### config.mk
export PLATFORM = sky130hd
export DESIGN_NAME = alu_74382_serial_ctrl
export DESIGN_NICKNAME = d
export VERILOG_FILES = /design/src/rtl/alu_74382_pkg.sv /design/src/rtl/alu_74382.sv /design/src/rtl/alu_74382_serial_ctrl.sv
export SDC_FILE = /design/constraint.sdc
export NUM_CORES = 1
export LEC_CHECK = 0
export ABC_CLOCK_PERIOD_IN_PS = 3300
export CORE_ASPECT_RATIO = 0.7
export CORE_UTILIZATION = 29
export CTS_BUF_LIST = sky130_fd_sc_hd__clkbuf_4
export CTS_CLUSTER_SIZE = 16
export DETAILED_ROUTE_END_ITERATION = 8
export PLACE_DENSITY_LB_ADDON = 0.15
export SLEW_MARGIN = 5
export SYNTH_ARGS = -nofsm -noshare
export SYNTH_HDL_FRONTEND = slang
export SYNTH_SLANG_ARGS = --single-unit
### constraint.sdc
create_clock -name clk -period 3.3 [get_ports clk]
set_clock_uncertainty 0.1 [all_clocks]
set_input_delay 0.99 -clock clk [delete_from_list [all_inputs] [get_ports clk]]
set_output_delay 0.99 -clock clk [all_outputs]
set_load 0.02 [all_outputs]
### src/rtl/alu_74382_pkg.sv
// Shared definitions for the 74382 slice and its nibble-serial controller:
// operand/select widths, opcodes and the controller state type.
package alu_74382_pkg;

   localparam int SELECT_W       = 3;
   localparam int ORIG_OPERAND_W = 4;

   localparam logic [SELECT_W-1:0] OP_CLEAR   = 3'd0;
   localparam logic [SELECT_W-1:0] OP_B_SUB_A = 3'd1;
   localparam logic [SELECT_W-1:0] OP_A_SUB_B = 3'd2;
   localparam logic [SELECT_W-1:0] OP_ADD     = 3'd3;
   localparam logic [SELECT_W-1:0] OP_XOR     = 3'd4;
   localparam logic [SELECT_W-1:0] OP_OR      = 3'd5;
   localparam logic [SELECT_W-1:0] OP_AND     = 3'd6;
   localparam logic [SELECT_W-1:0] OP_PRESET  = 3'd7;

   typedef enum logic [1:0] {
      IDLE = 2'd0,
      RUN  = 2'd1,
      DONE = 2'd2
   } t_serial_state;

endpackage

### src/rtl/alu_74382.sv
// Behavioural 4-bit 74382 slice. Arithmetic ops ripple Cn through the slice;
// CLEAR forces Cn+4=OVR=1, other logic ops pass Cn straight to Cn+4 with OVR=0.
module alu_74382
   import alu_74382_pkg::*;
(
   input  logic [SELECT_W-1:0]       s,
   input  logic [ORIG_OPERAND_W-1:0] a,
   input  logic [ORIG_OPERAND_W-1:0] b,
   input  logic                      cn,
   output logic [ORIG_OPERAND_W-1:0] f,
   output logic                      cn4,
   output logic                      ovr
);

   logic [ORIG_OPERAND_W-1:0] x;
   logic [ORIG_OPERAND_W-1:0] y;
   logic [ORIG_OPERAND_W:0]   full_sum;
   logic [ORIG_OPERAND_W-1:0] low_sum;

   always_comb begin
      x = a;
      y = b;
      if (s == OP_B_SUB_A) x = ~a;
      if (s == OP_A_SUB_B) y = ~b;
   end

   // Carry into the sign bit comes from the low three bits; OVR is its XOR with Cn+4.
   assign full_sum = {1'b0, x} + {1'b0, y} + {{ORIG_OPERAND_W{1'b0}}, cn};
   assign low_sum  = {1'b0, x[ORIG_OPERAND_W-2:0]} + {1'b0, y[ORIG_OPERAND_W-2:0]}
                     + {{(ORIG_OPERAND_W-1){1'b0}}, cn};

   always_comb begin
      f   = full_sum[ORIG_OPERAND_W-1:0];
      cn4 = full_sum[ORIG_OPERAND_W];
      ovr = low_sum[ORIG_OPERAND_W-1] ^ full_sum[ORIG_OPERAND_W];
      case (s)
         OP_CLEAR:  begin f = '0;    cn4 = 1'b1; ovr = 1'b1; end
         OP_XOR:    begin f = a ^ b; cn4 = cn;   ovr = 1'b0; end
         OP_OR:     begin f = a | b; cn4 = cn;   ovr = 1'b0; end
         OP_AND:    begin f = a & b; cn4 = cn;   ovr = 1'b0; end
         OP_PRESET: begin f = '1;    cn4 = cn;   ovr = 1'b0; end
         default:   ;
      endcase
   end

endmodule

### src/rtl/alu_74382_serial_ctrl.sv
// Nibble-serial W-bit ALU: one 74382 slice reused over NIBBLES cycles with a
// registered carry chain. Optional rsp_zero output under ALU_SERIAL_ZERO_FLAG_EN.
module alu_74382_serial_ctrl
   import alu_74382_pkg::*;
#(
   parameter  int NIBBLES = 4,
   localparam int W       = NIBBLES * ORIG_OPERAND_W
)(
   input  logic                clk,
   input  logic                rst_n,
   input  logic                req_valid,
   output logic                req_ready,
   input  logic [SELECT_W-1:0] req_sel,
   input  logic [W-1:0]        req_a,
   input  logic [W-1:0]        req_b,
   input  logic                req_cin,
   output logic                rsp_valid,
   input  logic                rsp_ready,
   output logic [W-1:0]        rsp_result,
   output logic                rsp_cout,
   output logic                rsp_ovr
`ifdef ALU_SERIAL_ZERO_FLAG_EN
   , output logic              rsp_zero
`endif
);

   localparam int CNT_W = (NIBBLES > 1) ? $clog2(NIBBLES) : 1;
   localparam logic [CNT_W-1:0] LAST_NIB = CNT_W'(NIBBLES - 1);

   t_serial_state       state_q, state_d;
   logic [CNT_W-1:0]    cnt_q, cnt_d;
   logic [SELECT_W-1:0] sel_q, sel_d;
   logic [W-1:0]        a_q, a_d;
   logic [W-1:0]        b_q, b_d;
   logic                cin_q, cin_d;
   logic                carry_q, carry_d;
   logic [W-1:0]        result_q, result_d;
   logic                cout_q, cout_d;
   logic                ovr_q, ovr_d;

   logic [ORIG_OPERAND_W-1:0] a_nib [NIBBLES];
   logic [ORIG_OPERAND_W-1:0] b_nib [NIBBLES];
   logic [ORIG_OPERAND_W-1:0] slice_a, slice_b, slice_f;
   logic                      slice_cn, slice_cout, slice_ovr;

   genvar gi;
   generate
      for (gi = 0; gi < NIBBLES; gi++) begin : g_nib
         assign a_nib[gi] = a_q[gi*ORIG_OPERAND_W +: ORIG_OPERAND_W];
         assign b_nib[gi] = b_q[gi*ORIG_OPERAND_W +: ORIG_OPERAND_W];
      end
   endgenerate

   assign slice_a  = a_nib[cnt_q];
   assign slice_b  = b_nib[cnt_q];
   assign slice_cn = (cnt_q == '0) ? cin_q : carry_q;

   alu_74382 u_slice (
      .s   (sel_q),
      .a   (slice_a),
      .b   (slice_b),
      .cn  (slice_cn),
      .f   (slice_f),
      .cn4 (slice_cout),
      .ovr (slice_ovr)
   );

   always_comb begin
      state_d  = state_q;
      cnt_d    = cnt_q;
      sel_d    = sel_q;
      a_d      = a_q;
      b_d      = b_q;
      cin_d    = cin_q;
      carry_d  = carry_q;
      result_d = result_q;
      cout_d   = cout_q;
      ovr_d    = ovr_q;
      case (state_q)
         IDLE: begin
            if (req_valid) begin
               sel_d   = req_sel;
               a_d     = req_a;
               b_d     = req_b;
               cin_d   = req_cin;
               cnt_d   = '0;
               state_d = RUN;
            end
         end
         RUN: begin
            for (int i = 0; i < NIBBLES; i++) begin
               if (cnt_q == CNT_W'(i)) result_d[i*ORIG_OPERAND_W +: ORIG_OPERAND_W] = slice_f;
            end
            carry_d = slice_cout;
            if (cnt_q == LAST_NIB) begin
               cout_d  = slice_cout;
               ovr_d   = slice_ovr;
               state_d = DONE;
            end else begin
               cnt_d = cnt_q + CNT_W'(1);
            end
         end
         DONE: begin
            if (rsp_ready) state_d = IDLE;
         end
         default: state_d = IDLE;
      endcase
   end

   always_ff @(posedge clk or negedge rst_n) begin
      if (!rst_n) begin
         state_q  <= IDLE;
         cnt_q    <= '0;
         sel_q    <= '0;
         a_q      <= '0;
         b_q      <= '0;
         cin_q    <= 1'b0;
         carry_q  <= 1'b0;
         result_q <= '0;
         cout_q   <= 1'b0;
         ovr_q    <= 1'b0;
      end else begin
         state_q  <= state_d;
         cnt_q    <= cnt_d;
         sel_q    <= sel_d;
         a_q      <= a_d;
         b_q      <= b_d;
         cin_q    <= cin_d;
         carry_q  <= carry_d;
         result_q <= result_d;
         cout_q   <= cout_d;
         ovr_q    <= ovr_d;
      end
   end

   assign req_ready  = (state_q == IDLE);
   assign rsp_valid  = (state_q == DONE);
   assign rsp_result = result_q;
   assign rsp_cout   = cout_q;
   assign rsp_ovr    = ovr_q;
`ifdef ALU_SERIAL_ZERO_FLAG_EN
   assign rsp_zero   = (state_q == DONE) && (result_q == '0);
`endif

endmodule
==> impl_metrics.py <==
metrics = {
    "place": {
        "place_ws_ps": 158,
        "dp_hpwl_mm": 5.43,
        "io_buffers": 59,
        "post_dp_cell_area_um2": 3920,
        "dpl.cell_count": 430,
        "gp_congestion": 0.786,
    },
    "cts": {
        "clkLatencyLatePin_ps": 420,
        "path_clk_slew_ps": 100,
        "clockBufferDepth": 2,
        "post_cts_resized": 0,
        "cts.htree.levels": 3,
        "cts-root-buf": "clkbuf_4",
        "postCtsHoldBufs": 0,
        "cts_setup_buffers": 0,
        "cts_tree": "done",
        "cts-buffers-inserted": 9,
        "clock_sinks": 59,
    },
    "synth": {
        "synth_simple_gate_area_share_pct": 6.26,
        "yosysMostFrequentCell": "dfrtp_1",
        "synth_seq_area_share_pct": 46.8,
        "yosys.area_share.adder_pct": 7.21,
        "synth_fp_nets": 297,
        "yosysUniqueCellTypes": 36,
        "synthTopCellsByCount": "59 x dfrtp_1, 28 x mux2_4, 24 x nand2_1, 15 x ha_1",
        "synth_ff_type": "dfrtp_1",
        "synth_top_family_by_area": "multiplexers",
        "postSynthAreaPerCell_um2": 13.2,
        "synthXorXnorAreaFrac_pct": 2.77,
        "synth_compound_area_share_pct": 8.24,
        "yosysTopAreaCellShare_pct": 46.8,
        "synth-seq-cells": 59,
        "synth_top_cell_by_area": "dfrtp_1",
        "synthesis.area_um2": 3160,
        "synthArstFlopShare_pct": 100,
        "netlist_instances": 240,
        "ys_warn_count": 0,
        "synth-edff-count": 0,
        "synth_area_leaders": "dfrtp_1 47%, mux2_4 13%, ha_1 5.9%, mux4_2 5.7%, mux2_2 3.6%",
        "muxShareOfSynthArea_pct": 24.4,
    },
    "cells_and_area": {
        "areaGrowthSynthToFinish_pct": 28.6,
        "n_antenna_cell": 0,
        "drive_gt1_share_pct": 24.7,
        "nets": 366,
        "stdcell_count": 444,
        "design_area_um2": 4060,
    },
    "pwr": {
        "p_per_area_nw_per_um2": 1260,
        "ir_drop_mv": 0.432,
        "p_leak_nw": 1.79,
    },
    "drt": {
        "totalWireLength_mm": 7.06,
        "firstDrtPassIters": 4,
        "drt_iter0_markers": 74,
        "drt-wirelength-per-cell_um": 15.9,
        "postRouteAntennaNets": 0,
        "viasPerCell": 4.57,
        "vias": 2028,
        "drc": 0,
    },
    "critical_path": {
        "cp.arrival_ps": 3300,
        "crit_start": "sel_q[0]",
        "crit_path_end_kind": "register",
        "regToRegEndpoint": "rsp_cout",
        "cpLargestDelayFamily": "adder cells",
        "worst_ep_required_time_ps": 3510,
        "crit_chain": "nand2b_4, nor2_1, xnor2_1, fa_1, fa_1, a21o_1, a21oi_1, a21oi_1, mux2_1",
        "r2r_start": "sel_q[0]",
        "slowest_delay_ps": 490,
        "reg2regPathDepth": 9,
        "crit_path_top_delay_cell": "fa_1",
        "r2r_slack_ps": 220,
        "start_kind": "register",
        "critPathMaxFanout": 5,
        "crit_type": "reg2reg",
        "path_buf_inv": 0,
    },
    "floorplan": {
        "num_rows": 31,
        "dieArea_um2": 11300,
        "die_y_um": 89.3,
        "die_w_um": 127,
        "pin_count": 60,
        "initial_core_util_pct": 30.2,
        "core_um2": 10500,
    },
    "timing": {
        "rsz0062_at_grt": "false",
        "setup_violations": 0,
        "period_share_pct": 93.4,
        "post-route-min-period_ps": 3080,
        "relSlewSlack_pct": 56.6,
        "setup_tns_ps": 0,
        "worst_pin_slew_ps": 650,
        "drv_slew": 0,
        "fin_ws_ps": 217,
        "max_freq_mhz": 324,
        "hold_viol_final": 0,
    },
    "global_routing": {
        "grt.total_usage_pct": 14.3,
        "grt_antenna_before_repair": 0,
        "grt_pass1_vias": 2150,
        "grt_pass1_wl_mm": 11.7,
        "grt_start_max_net_pins": 37,
        "grt_overflow_total": 0,
    },
    "min_path": {
        "min_from": "rsp_result[0]",
        "min_path_cells": 2,
        "hold_path_class": "reg2reg",
        "hold-path-endpoint": "rsp_result[0]",
    },
    "job": {
        "drv_cap": 0,
    },
    "status": {
        "outcome": "finished clean",
    },
}
[how the worst max path moves through the flow]
stage / slack, ps / cells after the start / endpoint
floorplan: 210 / 9 / rsp_cout
global placement: 240 / 9 / rsp_cout
detailed placement: 160 / 9 / rsp_cout
CTS: 150 / 9 / rsp_cout
global route: 30 / 9 / rsp_cout
finish: 220 / 9 / rsp_cout
[flip-flops by register name, summed over array words and instances, names as in the netlist]
name        flops
a_q            16
b_q            16
carry_q         1
rsp_ovr         1
rsp_result     16
cnt_q           2
rsp_cout        1
state_q         2
cin_q           1
sel_q           3
[power breakdown]
group	internal, W	leakage [nW]	switching (W)
sequential	0.00109	0.707	0.000265
clock	0.000303	0.0774	0.000263
combinational	0.00159	1.01	0.00161
[stage by stage]
step           hold slack [ps]  power, W  utilization (%)
2_1_floorplan              375   0.00367                -
5_1_grt                    426   0.00558             38.8
3_3_place_gp               370   0.00456             37.4
6_report                   388   0.00512             38.8
3_5_place_dp               376   0.00458             37.4
4_1_cts                    398   0.00516             38.8
[logic make-up after synthesis]
group                      count (synthesis)
adders and majority gates                 17
muxes                                     51
AOI/OAI and AO/OA                         36
xor gates and xnor gates                  10
buffers and inverters                     24
and+or+nand+nor                           43
DFF                                       59
[metal layers]
layer | share of wire (%) | track usage [%] | wire length, µm | up-vias
met5 | 0 | 0 | 0 | -
met4 | 1.7 | 5.95 | 119 | 0
met2 | 39 | 19.2 | 2780 | 61
met1 | 54 | 20.9 | 3780 | 986
li1 | - | - | - | 972
met3 | 5.5 | 4.67 | 385 | 9
[tightest hold or removal path: cells and delay by family (launching register included)]
kind	cells	cell delay [ps]
flip-flops	1	350
AO/OA/AOI/OAI	1	60
AND/OR/NAND/NOR	1	50
[final cells by class]
cell class / instances / area, µm²
fill: 1031 / 6410
multi-input combinational: 157 / 1540
sequential: 59 / 1480
timing repair buffer: 68 / 678
tap: 132 / 165
clock buffer: 10 / 75.1
clock inverter: 4 / 67.6
inverter: 14 / 52.6
[placed cells by master (no fill, tap or decap), drive strengths merged, types with 4 or more instances in the layout]
| cell type | count |
|---|---|
| mux4 | 8 |
| dfrtp | 59 |
| mux2 | 43 |
| nand2 | 24 |
| clkbuf | 10 |
| ha | 15 |
| clkdlybuf4s50 | 58 |
| xor2 | 5 |
| buf | 10 |
| nor2 | 11 |
| o21ai | 16 |
| inv | 14 |
| xnor2 | 5 |
| a21oi | 4 |
Note: power is estimated with default switching activity, not from simulation.
